--- config.mk ---
export PLATFORM = sky130hd
export DESIGN_NAME = hazard_stall_ctrl
export DESIGN_NICKNAME = d
export VERILOG_FILES = /design/src/rtl/hazard_stall_ctrl.sv
export SDC_FILE = /design/constraint.sdc
export NUM_CORES = 1
export LEC_CHECK = 0
export ABC_AREA = 0
export CAP_MARGIN = 20
export CORE_AREA = 2 2 78 80
export DETAILED_ROUTE_END_ITERATION = 16
export DIE_AREA = 0 0 80 82
export PLACE_DENSITY = 0.52
export REMOVE_ABC_BUFFERS = 1
export SYNTH_ARGS = -nofsm -noshare
export SYNTH_HDL_FRONTEND = slang
export SYNTH_SLANG_ARGS = --single-unit
--- constraint.sdc ---
create_clock -name clk -period 12.4 [get_ports clk]
set_input_delay 3.1 -clock clk [delete_from_list [all_inputs] [get_ports clk]]
set_output_delay 3.1 -clock clk [all_outputs]
set_load 0.03 [all_outputs]
--- src/rtl/hazard_stall_ctrl.sv ---
// Stall/bubble controller for the 5-stage MIPS pipeline: compares the ID instruction's Tuse
// against shadow EX/MEM Tnew records and tracks the multi-cycle mult/div unit.
module hazard_stall_ctrl #(
  parameter int unsigned MULT_CYCLES = 5,
  parameter int unsigned DIV_CYCLES  = 10
) (
  input  logic        clk,
  input  logic        reset,
  input  logic [31:0] id_instr,
  output logic        stall,
  output logic        flush_idex,
  output logic        md_busy
);

  if (MULT_CYCLES > 15) begin : g_mult_cycles_range
    $error("MULT_CYCLES must fit the 4-bit busy counter (<= 15)");
  end
  if (DIV_CYCLES > 15) begin : g_div_cycles_range
    $error("DIV_CYCLES must fit the 4-bit busy counter (<= 15)");
  end

  localparam logic [3:0] MultLoad = 4'(MULT_CYCLES);
  localparam logic [3:0] DivLoad  = 4'(DIV_CYCLES);

  localparam logic [5:0] OpRtype = 6'h00;
  localparam logic [5:0] OpJ     = 6'h02;
  localparam logic [5:0] OpJal   = 6'h03;
  localparam logic [5:0] OpBeq   = 6'h04;
  localparam logic [5:0] OpOri   = 6'h0d;
  localparam logic [5:0] OpLui   = 6'h0f;
  localparam logic [5:0] OpLw    = 6'h23;
  localparam logic [5:0] OpSw    = 6'h2b;

  localparam logic [5:0] FnJr    = 6'h08;
  localparam logic [5:0] FnMfhi  = 6'h10;
  localparam logic [5:0] FnMthi  = 6'h11;
  localparam logic [5:0] FnMflo  = 6'h12;
  localparam logic [5:0] FnMtlo  = 6'h13;
  localparam logic [5:0] FnMult  = 6'h18;
  localparam logic [5:0] FnMultu = 6'h19;
  localparam logic [5:0] FnDiv   = 6'h1a;
  localparam logic [5:0] FnDivu  = 6'h1b;
  localparam logic [5:0] FnAddu  = 6'h21;
  localparam logic [5:0] FnSubu  = 6'h23;

  // Instruction fields
  logic [5:0] w_op;
  logic [5:0] w_funct;
  logic [4:0] w_rs;
  logic [4:0] w_rt;
  logic [4:0] w_rd;
  logic       w_unused_shamt;

  assign w_op           = id_instr[31:26];
  assign w_rs           = id_instr[25:21];
  assign w_rt           = id_instr[20:16];
  assign w_rd           = id_instr[15:11];
  assign w_funct        = id_instr[5:0];
  assign w_unused_shamt = ^id_instr[10:6];

  // Instruction class decode
  logic w_rtype;
  logic w_addu, w_subu, w_jr;
  logic w_mult, w_div;
  logic w_mfhi, w_mflo, w_mthi, w_mtlo;
  logic w_ori, w_lui, w_lw, w_sw, w_beq, w_jal, w_j;
  logic w_md_op;

  assign w_rtype = (w_op == OpRtype);
  assign w_addu  = w_rtype && (w_funct == FnAddu);
  assign w_subu  = w_rtype && (w_funct == FnSubu);
  assign w_jr    = w_rtype && (w_funct == FnJr);
  assign w_mult  = w_rtype && ((w_funct == FnMult) || (w_funct == FnMultu));
  assign w_div   = w_rtype && ((w_funct == FnDiv) || (w_funct == FnDivu));
  assign w_mfhi  = w_rtype && (w_funct == FnMfhi);
  assign w_mflo  = w_rtype && (w_funct == FnMflo);
  assign w_mthi  = w_rtype && (w_funct == FnMthi);
  assign w_mtlo  = w_rtype && (w_funct == FnMtlo);
  assign w_ori   = (w_op == OpOri);
  assign w_lui   = (w_op == OpLui);
  assign w_lw    = (w_op == OpLw);
  assign w_sw    = (w_op == OpSw);
  assign w_beq   = (w_op == OpBeq);
  assign w_jal   = (w_op == OpJal);
  assign w_j     = (w_op == OpJ);
  assign w_md_op = w_mult || w_div || w_mfhi || w_mflo || w_mthi || w_mtlo;

  // Tuse per source operand and dst/Tnew at EX entry
  logic       w_rs_used;
  logic [1:0] w_rs_tuse;
  logic       w_rt_used;
  logic [1:0] w_rt_tuse;
  logic [4:0] w_dst;
  logic [1:0] w_tnew;

  always_comb begin
    w_rs_used = 1'b0;
    w_rs_tuse = 2'd0;
    if (w_beq || w_jr) begin
      w_rs_used = 1'b1;
      w_rs_tuse = 2'd0;
    end else if (w_addu || w_subu || w_ori || w_lw || w_sw || w_mult || w_div || w_mthi ||
                 w_mtlo) begin
      w_rs_used = 1'b1;
      w_rs_tuse = 2'd1;
    end
  end

  always_comb begin
    w_rt_used = 1'b0;
    w_rt_tuse = 2'd0;
    if (w_beq) begin
      w_rt_used = 1'b1;
      w_rt_tuse = 2'd0;
    end else if (w_addu || w_subu || w_mult || w_div) begin
      w_rt_used = 1'b1;
      w_rt_tuse = 2'd1;
    end else if (w_sw) begin
      w_rt_used = 1'b1;
      w_rt_tuse = 2'd2;
    end
  end

  // j produces nothing; it is listed only so it is not mistaken for an unsupported opcode
  always_comb begin
    w_dst  = 5'd0;
    w_tnew = 2'd0;
    if (w_addu || w_subu || w_mfhi || w_mflo) begin
      w_dst  = w_rd;
      w_tnew = 2'd1;
    end else if (w_ori || w_lui) begin
      w_dst  = w_rt;
      w_tnew = 2'd1;
    end else if (w_lw) begin
      w_dst  = w_rt;
      w_tnew = 2'd2;
    end else if (w_jal) begin
      w_dst  = 5'd31;
      w_tnew = 2'd0;
    end else if (w_j) begin
      w_dst  = 5'd0;
      w_tnew = 2'd0;
    end
  end

  // Shadow pipeline state
  logic [4:0] r_e_dst;
  logic [1:0] r_e_tnew;
  logic       r_e_md;
  logic       r_e_div;
  logic [4:0] r_m_dst;
  logic [1:0] r_m_tnew;
  logic [3:0] r_md_cnt;

  // Hazard detection
  logic w_rs_hazard;
  logic w_rt_hazard;
  logic w_md_hazard;

  assign w_rs_hazard = w_rs_used && (w_rs != 5'd0) &&
                       (((r_e_dst == w_rs) && (r_e_tnew > w_rs_tuse)) ||
                        ((r_m_dst == w_rs) && (r_m_tnew > w_rs_tuse)));
  assign w_rt_hazard = w_rt_used && (w_rt != 5'd0) &&
                       (((r_e_dst == w_rt) && (r_e_tnew > w_rt_tuse)) ||
                        ((r_m_dst == w_rt) && (r_m_tnew > w_rt_tuse)));
  assign md_busy     = r_e_md || (r_md_cnt != 4'd0);
  assign w_md_hazard = w_md_op && md_busy;
  assign stall       = w_rs_hazard || w_rt_hazard || w_md_hazard;
  assign flush_idex  = stall;

  always_ff @(posedge clk) begin
    if (reset) begin
      r_e_dst  <= 5'd0;
      r_e_tnew <= 2'd0;
      r_e_md   <= 1'b0;
      r_e_div  <= 1'b0;
      r_m_dst  <= 5'd0;
      r_m_tnew <= 2'd0;
      r_md_cnt <= 4'd0;
    end else begin
      r_m_dst  <= r_e_dst;
      r_m_tnew <= (r_e_tnew == 2'd0) ? 2'd0 : r_e_tnew - 2'd1;
      if (stall) begin
        r_e_dst  <= 5'd0;
        r_e_tnew <= 2'd0;
        r_e_md   <= 1'b0;
        r_e_div  <= 1'b0;
      end else begin
        r_e_dst  <= w_dst;
        r_e_tnew <= w_tnew;
        r_e_md   <= w_mult || w_div;
        r_e_div  <= w_div;
      end
      // The unit counts its busy window from the cycle the op leaves EX
      if (r_e_md) begin
        r_md_cnt <= r_e_div ? DivLoad : MultLoad;
      end else if (r_md_cnt != 4'd0) begin
        r_md_cnt <= r_md_cnt - 4'd1;
      end
    end
  end

endmodule
# Word-level counts from Yosys, hierarchy flattened
# Cells that the tools add are included.
# word_totals
register_bits,20
latchBits,0
mem_bits_rw,0
romBits,0
output_inout_bits,3
wordCells,108
memories,0
# classes
addsub,2
mul,0
div,0
n_lt_le_gt_ge,4
n_eq_ne,21
shift,0
muxes,20
bitwise,0
n_reduce_logical,53
# ops
op,n
$eq 6x5->1 const B,8
$logic_or 1x1->1,26
$eq 6x6->1 const B,4
$eq 5x5->1,4
$mux 5,4
$eq 6x4->1 const B,3
$logic_and 1x1->1,18
$mux 4,3
$reduce_bool 5->1,2
$mux 1,9
$gt 2x2->1,4
$mux 2,4
$eq 6x2->1 const B,1
$eq 6x3->1 const B,1
$logic_not 6->1,1
$reduce_bool 4->1,1
$reduce_or 2->1,2
$reduce_or 4->1,1
$sub 4x1->4 const B,1
$logic_not 2->1,1
$reduce_bool 2->1,1
$sub 2x1->2 const B,1

# Longest topological paths before layout
# Gate-level depths: netlist of run 1.
# depth
word_depth,19
depth_mapped,11

# Worst setup path before layout of run 1
# OpenSTA, ideal clock, no wires.
# synth_path
path_type,input -> output
startpoint,input port id_instr[26]
endpoint,output port stall
arrival_time_ns,5.857
required_ns,9.300
setup_slack_ns,3.443
cell_stages,9
path_buffers,1
path_cell_list,or4_4 -> or4_4 -> nor2_1 -> ha_1 -> a2111oi_0 -> o22ai_1 -> o21ai_1 -> or2_2 -> buf_4
# synth_via
elab_chain_len,18
word_cells_on_any_way,57
classes_between,order compare (4); eq/ne (4); mux (10); reduce/logical (39)
# synth_lines
item,line,text
from (decl),9,"input logic [31:0] id_instr,"
$logic_not 6->1,69,assign w_rtype = (w_op == OpRtype);
"$logic_and 1x1->1, on equally long branches","70, 71",
$logic_or 1x1->1,"102, 115",
$logic_or 1x1->1 (7 in a row),102,end else if (w_addu || w_subu || w_ori || w_lw || w_sw || w_mult || w_div || w_mthi ||
$mux 1,102,
$mux 1,99,if (w_beq || w_jr) begin
"$gt 2x2->1, on equally long branches","161, 162",
"$logic_and 1x1->1, on equally long branches","161, 162",
$logic_or 1x1->1,161,(((r_e_dst == w_rs) && (r_e_tnew > w_rs_tuse)) ||
$logic_and 1x1->1,160,assign w_rs_hazard = w_rs_used && (w_rs != 5'd0) &&
$logic_or 1x1->1,168,assign stall = w_rs_hazard || w_rt_hazard || w_md_hazard;
$logic_or 1x1->1 (*),168,
to (decl),10,"output logic stall,"
# Every way passes the cells marked *; elsewhere a longest branch is shown, timed or not.

# Final worst setup path of run 1
# layout_path
startpoint,input port id_instr[27]
endpoint,output port flush_idex
# layout_via
elab_chain_len,18
word_cells_on_any_way,57
classes_between,order compare (4); eq/ne (4); mux (10); reduce/logical (39)
# layout_lines
item,line,text
$logic_not 6->1,69,
"$logic_and 1x1->1, on equally long branches","70, 71",
$logic_or 1x1->1,"102, 115",
$logic_or 1x1->1 (7 in a row),102,
$mux 1,102,
$mux 1,99,
"$gt 2x2->1, on equally long branches","161, 162",
"$logic_and 1x1->1, on equally long branches","161, 162",
$logic_or 1x1->1,161,
$logic_and 1x1->1,160,
$logic_or 1x1->1,168,
$logic_or 1x1->1 (*),168,
to (decl),11,"output logic flush_idex,"
# Marked as above.

==> reports/qor.txt, run 1 <==
Least-Margin Pin Slew: 0.770 ns
Fin area: 1800 um^2
Layout overhead on the synthesized area: 31.6%
Post-synth cell types: 45
Leak Pwr: 0.600 nW
Period utilisation layout: 83.2%
Syn avg cell area: 8.67 um^2
DRC Markers: 0
HP Start: r_e_tnew[0]
CORE AREA: 5750 um^2
Post-route setup TNS: 0 ns
Wire length per cell: 12.7 um
Worst hold stages: 1
Routability Congestion: 0.760
Antenna Cells: 0
Async S/R FF share, synth: 0%
Number of synthesized flops with an enable pin: 0
WHS Endpoint: r_m_tnew[0]
Critical Path AT: 7.22 ns
# resized after CTS: 0
Worst path required time: 9.30 ns
Yosys top cell area share: 29.2%
Clock insertion delay at the later pin of the skew report: 0.26 ns
Final setup vio count: 0
Worst-path clk slew: 0.08 ns
First-pass GRT wire length: 5730 um
CTS tree: yes
Die Y: 82 um
Pwr/cell area: 101 nW/um^2
Antenna violations before repair: 0
DP Wirelength: 2680 um
Die area: 6560 um^2
# IOs: 37
Hold/Removal Path Class: reg -> reg
Layout cells sized above 1: 5.82%
Post-Syn Area: 1370 um^2
NumNets Final: 231
Grt ovf: 0
Slowest stage delay, CP: 0.67 ns
Worst Setup End Kind: output port
FF+latch area: 400 um^2
TritonCTS Buffers: 3
Vias per cell: 4.67
Largest net degree at the start of global routing: 21
Area after DPL: 1750 um^2
Detailed-router iteration count before antenna repair: 4
Top cells by count, synth: dfxtp_1 (20), xnor2_1 (12), o21ai_0 (10), xor2_1 (10), nor2b_1 (9)
Worst rel slew slack: 48.5%
Clock Skew: 0.00373 ns
Total clock sinks: 20
RSZ-0062 raised after global routing: no
Sequential area share after synthesis: 29.2%
Std cell rows: 28
Area contributors post-synth: dfxtp_1 (29%), xnor2_1 (7.7%), ha_1 (6.4%), xor2_1 (6.4%), nor2b_1 (4.1%)
Crit path kind: in -> out
Port Buf Inserts: 31
Fill count: 654
Slowest CP cell: clkdlybuf4s50_1
Footprint of the multi-input gates: 917 um^2
R2r setup slk: 10.14 ns
H-tree levels: 1
Worst r2r src: r_m_tnew[1]
Area leader, netlist: dfxtp_1
Hold Vio Cnt, Final: 0
Ys flop type: dfxtp_1
Clk root buf: clkbuf_8
Min Tclk post-route: 10.32 ns
MaxCap Viol Count: 0
Cell with the most instances after synthesis: dfxtp_1
Via count: 1232
GRT Overall Usage: 11.2%
Number of routed nets with antenna violations: 0
Outcome: finished clean
Worst Path Max Fanout: 9
FF-to-FF End: r_e_tnew[0]
Hold-fix buffers at CTS: 0
Clock Tree Buf Depth: 2
Reg2reg path depth: 7
Pins Over Slew Limit: 0
Worst-path cell chain: clkdlybuf4s50_1 > or4_4 > or4_4 > nor2_1 > ha_1 > a2111oi_0 > o22ai_1 > o21ai_1 > or2_2 > clkdlybuf4s50_1
Post-CTS Setup Inserts: 0
Vias in the first global route: 1232
Routed wire length: 3340 um
FMAX: 96.9 MHz
Peak VDD IR: 0.0000877 V
Initial core utilization: 23.8%
CP Launch Type: input pin
First DRT Iteration DRCs: 60
Die width: 80 um
Synth Register Bits: 20
Cells after Synth: 158
Ys Warns: 0
stage by stage:
step	worst slack, ns	hold slack [ns]	total power (W)	utilization (%)	cells
floorplan	3.54	0.420	0.000110	-	154
global placement	2.07	0.445	0.000134	30.4	260
detailed placement	2.06	0.440	0.000134	30.4	260
CTS	2.06	0.454	0.000185	31.4	264
global route	1.87	0.477	0.000195	31.4	264
finish	2.08	0.455	0.000183	31.4	264
power by group:
group	leakage [nW]	total [W]	internal, W	switching [W]
logic	0.409	0.0000586	0.0000289	0.0000297
registers	0.162	0.0000737	0.0000695	0.00000420
clock network	0.0288	0.0000504	0.0000283	0.0000221
worst max-delay path: cells and delay by family:
family          cells  cell delay [ns]
simple gates        4             1.48
compound gates      3             1.23
buf+inv             2             1.13
fa+ha+maj           1             0.28
worst max path at each step:
stage	start	depth (start not counted)	endpoint	slack, ns
final	id_instr[27]	10	flush_idex	2.08
after global routing	id_instr[27]	10	stall	1.87
after global placement	id_instr[27]	10	flush_idex	2.07
after floorplan	id_instr[26]	8	flush_idex	3.54
after detailed placement	id_instr[27]	10	flush_idex	2.06
after CTS	id_instr[27]	10	flush_idex	2.06
registers in the layout, indices dropped and copies added (netlist names):
name	flops
r_e_dst	5
r_m_dst	5
r_md_cnt	4
r_e_tnew	2
r_m_tnew	2
r_e_div	1
r_e_md	1
placed cells by master (no fill, tap or decap), drive strengths merged, types with 2 or more instances in the layout:
| cell | instances |
|---|---|
| clkdlybuf4s50 | 31 |
| dfxtp | 20 |
| xnor2 | 12 |
| o21ai | 11 |
| xor2 | 10 |
| nor2b | 9 |
| nor3 | 8 |
| nor2 | 7 |
| inv | 7 |
| nand3 | 7 |
| nand2 | 7 |
| ha | 7 |
| a2111oi | 7 |
| a21oi | 4 |
| nor4 | 4 |
| nand2b | 4 |
| clkbuf | 4 |
| or4 | 4 |
| o21bai | 2 |
| a221oi | 2 |
| o211ai | 2 |
| o22ai | 2 |
| nor4b | 2 |
area by class of cell:
| type | instances | area share (%) |
|---|---|---|
| multi-input cells | 127 | 50.9 |
| clock buffers | 4 | 3.05 |
| repair buffers | 31 | 17.2 |
| inverters | 7 | 1.46 |
| well taps | 75 | 5.20 |
| flip-flops and latches | 20 | 22.2 |
per-layer routing:
| metal | track usage (%) | wire length (um) |
|---|---|---|
| met1 | 16.4 | 1760 |
| met5 | 0 | 0 |
| met3 | 2.42 | 161 |
| met2 | 16.3 | 1380 |
| met4 | 3.05 | 38 |
kinds of logic (layout without fill, tap and decap cells):
group | count (synthesis) | after routing | synth area share, %
simple gates | 62 | 62 | 27.5
compound gates | 35 | 35 | 18.3
xor+xnor | 22 | 22 | 14.1
flops | 20 | 20 | 29.2
buf+inv | 11 | 42 | 3.84
fa+ha+maj | 7 | 7 | 6.39
mux | 1 | 1 | 0.731
Power figures use the tool's default switching activity.
==> run 2, diff against run 1 <==
PLACE_DENSITY = 0.53   (was 0.52)
clock period = 9.4 ns   (was 12.4 ns; I/O delays follow)
==> run 2 against run 1 <==
  * Worst hold slack lost 0.0029 ns
  * Utilization fell by 0.11 points
  * Sequential share of layout area is 0.077 points higher
  * Non-clock buffer count grew 1
  * Critical path type unchanged
  * Clock skew grew 0.0041 ns
  * Largest cell class unchanged
  * Final cell count is the same
  * Clock power rose by 10%
  * Flip-flop and latch count did not move
  * Total power grew 26%
  * Die area unchanged
==> reports/qor.txt, run 2 (synthesis results as in run 1) <==
Routability Congestion: 0.807
DP Wirelength: 2720 um
Pwr/cell area: 128 nW/um^2
Fill count: 628
H-tree levels: 1
FMAX: 119 MHz
Least-Margin Pin Slew: 0.821 ns
Crit path kind: in -> out
Port Buf Inserts: 31
Worst Path Max Fanout: 9
Hold/Removal Path Class: reg -> reg
Final total power: 0.000231 W
Hold Vio Cnt, Final: 0
Die Y: 82 um
Reg2reg path depth: 8
Layout overhead on the synthesized area: 31.1%
Outcome: finished clean
Worst Setup End Kind: output port
Vias per cell: 4.72
Clock insertion delay at the later pin of the skew report: 0.26 ns
Largest net degree at the start of global routing: 21
TritonCTS Buffers: 3
Critical Path AT: 6.05 ns
Via count: 1246
Routed wire length: 3410 um
Peak VDD IR: 0.000104 V
Final setup vio count: 0
Number of routed nets with antenna violations: 0
Worst path required time: 7.05 ns
Die width: 80 um
NumNets Final: 232
Worst setup path start: id_instr[27]
Worst-path clk slew: 0.07 ns
Die area: 6560 um^2
Most common cell after layout, fill and taps aside: clkdlybuf4s50_1
# IOs: 37
Antenna violations before repair: 0
MaxCap Viol Count: 0
Antenna Cells: 0
Layout cells sized above 1: 5.82%
Post-placement cell count: 261
RSZ-0062 raised after global routing: no
CTS tree: yes
# resized after CTS: 0
GRT Overall Usage: 10.9%
Grt ovf: 0
R2r setup slk: 7.38 ns
Clk root buf: clkbuf_8
Worst r2r src: r_md_cnt[0]
Most frequent cells in the layout: clkdlybuf4s50_1 (31), dfxtp_1 (20), xnor2_1 (12), o21ai_0 (10), xor2_1 (10)
Leak Pwr: 0.599 nW
Min Tclk post-route: 8.40 ns
Vias in the first global route: 1145
Initial core utilization: 23.8%
Post-route setup TNS: 0 ns
Clock Tree Buf Depth: 2
Hold-fix buffers at CTS: 0
First-pass GRT wire length: 5530 um
Largest registers: r_e_dst x5, r_m_dst x5, r_md_cnt x4
CP Launch Type: input pin
Wire length per cell: 12.9 um
Worst rel slew slack: 45.1%
DRC Markers: 0
CORE AREA: 5750 um^2
Detailed-router iteration count before antenna repair: 4
Area after DPL: 1760 um^2
Final std cells w/o fill: 264
CP Capture Point: flush_idex
First DRT Iteration DRCs: 47
Total clock sinks: 20
Period utilisation layout: 89.4%
Pins Over Slew Limit: 0
Fin area: 1800 um^2
FF-to-FF End: r_e_dst[0]
Clock Skew: 0.00786 ns
Std cell rows: 28
Post-CTS Setup Inserts: 0
run 2: cell count changes in the layout (fill, tap and decap cells not counted), sizes merged:
cell	delta
clkbuf	-1
buf	+1
run 2: layout make-up:
class / count / area, um^2 / share of cell area (%)
well taps: 75 / 93.8 / 5.22
flip-flops and latches: 20 / 400 / 22.3
clock buffers: 3 / 41.3 / 2.30
multi-input cells: 127 / 917 / 51.0
inverters: 7 / 26.3 / 1.46
repair buffers: 32 / 318 / 17.7
run 2: routing by layer:
layer | routed length [um] | global-route usage [%]
met1 | 1750 | 15.2
met2 | 1420 | 16.8
met3 | 197 | 2.64
met4 | 40 | 3.05
met5 | 0 | 0
run 2: report_power, final:
part           internal [W]  leakage (nW)   total, W  switching [W]
logic             0.0000382         0.415  0.0000775      0.0000393
clock network     0.0000285        0.0216  0.0000555      0.0000270
registers         0.0000918         0.162  0.0000976     0.00000576
total              0.000159         0.599   0.000231      0.0000721
run 2: how the worst min path moves through the flow:
stage | depth (start not counted) | start | end | slack (ns)
6_report | 1 | r_e_tnew[0] | r_m_tnew[0] | 0.45
5_1_grt | 1 | r_e_tnew[0] | r_m_tnew[0] | 0.47
4_1_cts | 1 | r_e_tnew[0] | r_m_tnew[0] | 0.45
3_5_place_dp | 1 | r_e_tnew[0] | r_m_tnew[0] | 0.44
3_3_place_gp | 1 | r_e_tnew[0] | r_m_tnew[0] | 0.44
2_1_floorplan | 1 | r_e_tnew[0] | r_m_tnew[0] | 0.42
run 2: metrics by stage:
stage	util (%)	hold WS (ns)	setup WS, ns
3_5_place_dp	30.6	0.439	0.988
2_1_floorplan	-	0.420	2.04
6_report	31.3	0.452	0.998
4_1_cts	31.3	0.451	0.980
3_3_place_gp	30.6	0.444	0.975
5_1_grt	31.3	0.470	0.778
run 2: critical path: stages:
cell	delay, ns
clkdlybuf4s50_1	0.45
or4_4	0.56
or4_4	0.45
nor2_1	0.22
ha_1	0.27
a2111oi_0	0.47
o22ai_1	0.17
o21ai_1	0.13
buf_4	0.18
or2_2	0.13
clkdlybuf4s50_1	0.66
==> run 3, diff against run 2 <==
GPL_ROUTABILITY_DRIVEN = 0   (was not set)
==> results of run 3 <==
Final layout, timing and power as in run 2 (identical DEF).
